===== src/rtl/store_buffer_if.sv =====
// store_buffer_if: EX-stage store port, data-memory drain port and MEM-stage load probe
interface store_buffer_if #(
    parameter int DATA_W = 32,
    parameter int ADDR_W = 32
);
    logic                  st_valid;
    logic                  st_ready;
    logic [1:0]            st_size;
    logic [ADDR_W-1:0]     st_addr;
    logic [DATA_W-1:0]     st_data;
    logic                  st_ades;
    logic                  mem_req;
    logic [ADDR_W-1:0]     mem_addr;
    logic [DATA_W/8-1:0]   mem_wstrb;
    logic [DATA_W-1:0]     mem_wdata;
    logic                  mem_ack;
    logic                  ld_check;
    logic [ADDR_W-1:0]     ld_addr;
    logic                  ld_conflict;
    modport master (
        output st_valid, st_size, st_addr, st_data, mem_ack, ld_check, ld_addr,
        input  st_ready, st_ades, mem_req, mem_addr, mem_wstrb, mem_wdata, ld_conflict
    );
    modport slave (
        input  st_valid, st_size, st_addr, st_data, mem_ack, ld_check, ld_addr,
        output st_ready, st_ades, mem_req, mem_addr, mem_wstrb, mem_wdata, ld_conflict
    );
endinterface


===== src/rtl/store_buffer.sv =====
// store_buffer: formats EX-stage stores into strobed beats, queues them in order and drains to memory
module store_buffer #(
    parameter int DATA_W = 32,
    parameter int ADDR_W = 32,
    parameter int DEPTH  = 4
) (
    input  logic                     clk,
    input  logic                     resetn,
    store_buffer_if.slave            bus,
    output logic                     empty,
    output logic [$clog2(DEPTH):0]   count
);
    localparam int SB = DATA_W / 8;
    localparam int OB = $clog2(SB);
    localparam int PW = $clog2(DEPTH);

    logic [ADDR_W-1:0] addr_q  [DEPTH];
    logic [ADDR_W-1:0] addr_d  [DEPTH];
    logic [SB-1:0]     wstrb_q [DEPTH];
    logic [SB-1:0]     wstrb_d [DEPTH];
    logic [DATA_W-1:0] wdata_q [DEPTH];
    logic [DATA_W-1:0] wdata_d [DEPTH];
    logic [DEPTH-1:0]  valid_q, valid_d;
    logic [PW-1:0]     head_q, head_d, tail_q, tail_d;
    logic [PW:0]       count_q, count_d;
    logic              misaligned, push, pop;
    logic [SB-1:0]     base, st_wstrb;
    logic [DATA_W-1:0] st_wdata;

    always_comb begin
        misaligned = bus.st_size == 2'b01 ? bus.st_addr[0] :
                     bus.st_size == 2'b10 ? |bus.st_addr[1:0] :
                     bus.st_size == 2'b11 ? (DATA_W == 32 || |bus.st_addr[2:0]) : 1'b0;
        base = bus.st_size == 2'b00 ? SB'(1) :
               bus.st_size == 2'b01 ? SB'(3) :
               bus.st_size == 2'b10 ? SB'(15) : SB'(255);
        st_wstrb = base << bus.st_addr[OB-1:0];
        st_wdata = '0;
        for (int i = 0; i < SB; i++)
            st_wdata[8*i +: 8] = bus.st_size == 2'b00 ? bus.st_data[7:0] :
                                 bus.st_size == 2'b01 ? bus.st_data[8*(i%2) +: 8] :
                                 bus.st_size == 2'b10 ? bus.st_data[8*(i%4) +: 8] :
                                                        bus.st_data[8*i +: 8];
    end

    assign empty        = count_q == '0;
    assign count        = count_q;
    assign bus.st_ready = count_q != (PW+1)'(DEPTH);
    assign bus.st_ades  = bus.st_valid && misaligned;
    assign bus.mem_req  = !empty;
    assign bus.mem_addr  = addr_q[head_q];
    assign bus.mem_wstrb = wstrb_q[head_q];
    assign bus.mem_wdata = wdata_q[head_q];
    assign push = bus.st_valid && bus.st_ready && !misaligned;
    assign pop  = bus.mem_req && bus.mem_ack;

    always_comb begin
        addr_d  = addr_q;
        wstrb_d = wstrb_q;
        wdata_d = wdata_q;
        valid_d = valid_q;
        head_d  = head_q;
        tail_d  = tail_q;
        if (push) begin
            addr_d[tail_q]  = {bus.st_addr[ADDR_W-1:OB], {OB{1'b0}}};
            wstrb_d[tail_q] = st_wstrb;
            wdata_d[tail_q] = st_wdata;
            valid_d[tail_q] = 1'b1;
            tail_d          = tail_q + PW'(1);
        end
        if (pop) begin
            valid_d[head_q] = 1'b0;
            head_d          = head_q + PW'(1);
        end
        count_d = count_q + (PW+1)'(push) - (PW+1)'(pop);
    end

    // whole-beat match: any pending store in the same DATA_W-aligned beat blocks the load
    always_comb begin
        bus.ld_conflict = 1'b0;
        for (int i = 0; i < DEPTH; i++)
            if (valid_q[i] && ((addr_q[i] ^ bus.ld_addr) >> OB) == '0)
                bus.ld_conflict = bus.ld_check;
    end

    always_ff @(posedge clk or negedge resetn) begin
        if (!resetn) begin
            head_q  <= '0;
            tail_q  <= '0;
            count_q <= '0;
            valid_q <= '0;
            for (int i = 0; i < DEPTH; i++) begin
                addr_q[i]  <= '0;
                wstrb_q[i] <= '0;
                wdata_q[i] <= '0;
            end
        end else begin
            head_q  <= head_d;
            tail_q  <= tail_d;
            count_q <= count_d;
            valid_q <= valid_d;
            addr_q  <= addr_d;
            wstrb_q <= wstrb_d;
            wdata_q <= wdata_d;
        end
    end
endmodule


===== src/flat_wrapper.sv =====
// flat-port wrapper written by rule: the top's interface ports become plain ports
module store_buffer_flat 
#(
    parameter int DATA_W = 32,
    parameter int ADDR_W = 32,
    parameter int DEPTH  = 4
)
  (clk, resetn, empty, count, bus_st_valid, bus_st_size, bus_st_addr, bus_st_data, bus_mem_ack, bus_ld_check, bus_ld_addr, bus_st_ready, bus_st_ades, bus_mem_req, bus_mem_addr, bus_mem_wstrb, bus_mem_wdata, bus_ld_conflict);
  store_buffer_if #(.DATA_W(DATA_W), .ADDR_W(ADDR_W)) bus_i ();
  input  logic clk;
  input  logic resetn;
  output logic empty;
  output logic [$clog2(DEPTH):0] count;
  input wire logic [$bits(bus_i.st_valid)-1:0] bus_st_valid;
  input wire logic [$bits(bus_i.st_size)-1:0] bus_st_size;
  input wire logic [$bits(bus_i.st_addr)-1:0] bus_st_addr;
  input wire logic [$bits(bus_i.st_data)-1:0] bus_st_data;
  input wire logic [$bits(bus_i.mem_ack)-1:0] bus_mem_ack;
  input wire logic [$bits(bus_i.ld_check)-1:0] bus_ld_check;
  input wire logic [$bits(bus_i.ld_addr)-1:0] bus_ld_addr;
  output wire logic [$bits(bus_i.st_ready)-1:0] bus_st_ready;
  output wire logic [$bits(bus_i.st_ades)-1:0] bus_st_ades;
  output wire logic [$bits(bus_i.mem_req)-1:0] bus_mem_req;
  output wire logic [$bits(bus_i.mem_addr)-1:0] bus_mem_addr;
  output wire logic [$bits(bus_i.mem_wstrb)-1:0] bus_mem_wstrb;
  output wire logic [$bits(bus_i.mem_wdata)-1:0] bus_mem_wdata;
  output wire logic [$bits(bus_i.ld_conflict)-1:0] bus_ld_conflict;
  assign bus_i.st_valid = bus_st_valid;
  assign bus_i.st_size = bus_st_size;
  assign bus_i.st_addr = bus_st_addr;
  assign bus_i.st_data = bus_st_data;
  assign bus_i.mem_ack = bus_mem_ack;
  assign bus_i.ld_check = bus_ld_check;
  assign bus_i.ld_addr = bus_ld_addr;
  assign bus_st_ready = bus_i.st_ready;
  assign bus_st_ades = bus_i.st_ades;
  assign bus_mem_req = bus_i.mem_req;
  assign bus_mem_addr = bus_i.mem_addr;
  assign bus_mem_wstrb = bus_i.mem_wstrb;
  assign bus_mem_wdata = bus_i.mem_wdata;
  assign bus_ld_conflict = bus_i.ld_conflict;
  store_buffer #(.DATA_W(DATA_W), .ADDR_W(ADDR_W), .DEPTH(DEPTH)) u_core (.clk(clk), .resetn(resetn), .bus(bus_i), .empty(empty), .count(count));
endmodule

===== config.mk =====
export PLATFORM = sky130hd
export DESIGN_NAME = store_buffer_flat
export DESIGN_NICKNAME = d
export VERILOG_FILES = /design/src/rtl/store_buffer_if.sv /design/src/rtl/store_buffer.sv /design/src/flat_wrapper.sv
export SDC_FILE = /design/constraint.sdc
export NUM_CORES = 1
export LEC_CHECK = 0
export ABC_AREA = 1
export ABC_CLOCK_PERIOD_IN_PS = 6300
export CAP_MARGIN = 20
export CORE_MARGIN = 3
export CORE_UTILIZATION = 60
export DETAILED_ROUTE_END_ITERATION = 12
export PLACE_DENSITY = 0.92
export SYNTH_ARGS = -nofsm -noshare
export SYNTH_HDL_FRONTEND = slang
export SYNTH_SLANG_ARGS = --single-unit

===== constraint.sdc =====
create_clock -name clk -period 6.3 [get_ports clk]
set_clock_uncertainty 0.15 [all_clocks]
set_input_delay 1.26 -clock clk [delete_from_list [all_inputs] [get_ports clk]]
set_output_delay 1.26 -clock clk [all_outputs]
set_load 0.02 [all_outputs]

==> qor.yml <==
run_status:
  outcome: "complete, no violations"
synth:
  synth.avg_cell_area_sq_um: 7.71
  synth_area_in_adders_pct: 0.988
  synth_largest_area_cell: "dfrtp_1"
  synth_top_family_by_area: "simple AND/OR/NAND/NOR gates"
  netlist_area_sq_mm: 0.0147
  yosysSeqAreaShare_pct: 46.9
  synth.area.mux_share_pct: 6.52
  synth_area_leaders: "dfrtp_1 (47%), nand2_1 (18%), o21ai_0 (6.8%)"
  post_synthesis_compound_gate_area_fraction_pct: 12.0
  ys_ff_latch: 275
  yosys.area_share.xor_xnor_pct: 2.03
  yosysUniqueCellTypes: 34
  syn-instance-count: 1905
  yosysWarningCount: 0
  post_synth_and_or_nand_nor_area_fraction_pct: 23.8
  synth_top_area_share_pct: 46.9
place:
  place_hpwl_um: 29500
  final_weighted_congestion_of_routability_driven_global_placement: 0.979
  place_area_sq_mm: 0.0165
  buffer_ports.inserted: 174
final_layout:
  filler_cell_count: 1647
  final_cell_area_sq_mm: 0.0175
  multiInputGateArea_sq_mm: 0.00665
  drive_above_1_share_pct: 4.19
  layout_common_cells: "nand2_1 (719), dfrtp_1 (274), o21ai_0 (200)"
  layout_commonest_cell: "nand2_1"
  layout_stage_area_growth_over_the_synthesis_result_pct: 19.2
  final_util_pct: 73.7
  nets: 2144
  seqCellArea_sq_mm: 0.00689
clocking:
  htree_num_levels: 1
  cts_resized: 0
  clock_sinks: 275
  clk_transition_reported_paths_ns: 0.06
  clk-insertion-delay-late_ns: 0.57
  numCtsBuffers: 30
  cts_root_buffer: "clkbuf_16"
  tritoncts: "built"
  cts_hold_repair.buffers: 0
  postCtsSetupRepairBufs: 0
  max-clock-path-buffers: 3
power:
  cellInternalPower_mw: 5.51
  clock_power_share_pct: 18.3
  pwr-share-comb_pct: 48.4
  proportion_of_power_drawn_by_flip_flops_and_latches_pct: 33.4
  net-switching-power_mw: 4.18
  p_per_area_mw_per_mm2: 553
  power_switching_share_pct: 43.1
  ir_worst_vdd_uv: 437
  power_leakage_nw: 8.54
timing:
  final-setup-viol-count: 0
  setup_tns_ns: 0
  clock.fmax_mhz: 203
  rsz_0062_raised_after_global_routing: "no"
  tightestPinTransition_ns: 1.12
  tcrit_tclk_final_pct: 78.3
  report.final.slew_viol_count: 0
  final_period_minus_worst_setup_slack_ns: 4.93
  final_hold_viol_count: 0
  holdWs_ns: 0.331
  slew_headroom_pct: 25.3
floorplan:
  design.die.area_sq_mm: 0.0264
  die_h_um: 162
  initial_utilization_pct: 61.8
  core.rowCount: 56
  design.core.area_sq_mm: 0.0238
  die_x_um: 162
  design.portCount: 179
critical_path:
  cp_data_required_time_ns: 4.89
  end_kind: "output port"
  crit_fanout: 5
  timing.critical_path.arrival_ns: 3.52
  crit_type: "input port to output port"
  crit_path_start_kind: "input port"
routing:
  drt_wl_total_um: 45700
  ant_nets: 0
  detail_route.first_pass.iterations: 6
  drt-initial-drc-count: 2013
  dr_total_vias: 14023
  route.detailed.drc: 0
  wl_per_cell_um: 19.2
  via_per_inst: 5.90
grt:
  grt_pass1_wl_um: 72000
  grt_util_all_layers_pct: 34.3
  pin_count_of_the_biggest_net_entering_global_routing: 115
  antenna_found_initial: 2
  grt_overflow_total: 0
  first_global_vias: 13842
job:
  drv_cap: 0
min_path:
  worst_hold_path_type: "flop to flop"
==> sequential cells by signal, indices dropped and copies added (netlist names) <==
register	flops
u_core.addr_q	120
u_core.count	3
u_core.head_q	2
u_core.tail_q	2
u_core.valid_q	4
u_core.wdata_q	128
u_core.wstrb_q	16
==> worst max-delay path, stage by stage <==
cell             delay [ns]
clkdlybuf4s50_1        0.50
inv_1                  0.14
nand2_1                0.06
nand2_1                0.08
nand2_1                0.13
nor2_1                 0.15
nand2_1                0.12
nor2_1                 0.19
nand2_1                0.07
nand2_1                0.06
nor2_1                 0.06
nor2_1                 0.09
clkdlybuf4s50_1        0.61
==> layer usage <==
metal  GRT usage [%]  vias to the layer above  part of all wire, %
li1                -                     6284                    -
met1            43.5                     6628                   37
met5               0                        -                    0
met3            5.75                      168                  9.8
met4            17.6                        0                  5.6
met2            56.8                      943                   48
==> metrics by stage <==
| stage | power [mW] | std cells | worst slack, ns |
|---|---|---|---|
| 2_1_floorplan | 5.90 | 1906 | 2.59 |
| 4_1_cts | 9.61 | 2373 | 1.41 |
| 6_report | 9.68 | 2375 | 1.37 |
| 5_1_grt | 10.2 | 2374 | 1.22 |
| 3_3_place_gp | 7.58 | 2317 | 1.45 |
| 3_5_place_dp | 7.78 | 2317 | 1.43 |
==> cell usage after synthesis, drive strengths merged <==
cell    number
nand2      724
dfrtp      275
o21ai      208
inv        176
nor2       135
mux2        85
a21oi       77
clkbuf      51
buf         46
o22ai       42
xnor2       27
nand4       20
nand3       11
ha          10
xor2         7
a21boi       2
a22oi        2
nor3         2
o211ai       2
a31oi        1
conb         1
fa           1
==> power groups by stage <==
stage	clock network (mW)	registers [mW]	logic, mW
global placement	0	3.14	4.44
global route	1.86	3.31	5.07
CTS	1.78	3.19	4.64
floorplan	0	3.04	2.86
finish	1.77	3.23	4.68
detailed placement	0	3.20	4.58
==> cell type report <==
cell class	instances	area share, %
sequential	275	39.3
multi-input combinational	1358	38.0
timing repair buffer	189	10.8
clock buffer	47	5.22
inverter	176	3.83
tap	319	2.28
clock inverter	9	0.557
antenna	2	0.0286
==> worst paths after layout <==
kind | cells after the start | to | start | slack (ns)
setup / recovery | 13 | bus_ld_conflict | bus_ld_addr[3] | 1.37
hold / removal | 2 | u_core.wstrb_q[13] | u_core.wstrb_q[13] | 0.33
setup reg to reg | 6 | u_core.addr_q[119] | u_core.count[2] | 3.37
hold reg to reg | 2 | u_core.wstrb_q[13] | u_core.wstrb_q[13] | 0.33
max in group asynchronous | 2 | u_core.addr_q[74] | resetn | 4.08
min in group asynchronous | 1 | u_core.addr_q[20] | resetn | 0.65
==> logic make-up (layout without fill, tap and decap cells) <==
logic type,after synthesis,after routing
other,1,4
AND/OR/NAND/NOR,892,892
AO/OA/AOI/OAI,334,334
flip-flops,275,275
XOR/XNOR,34,34
buffers and inverters,273,421
multiplexers,85,85
adder cells (fa/ha/maj),11,11
Note: power is estimated with default switching activity, not from simulation.
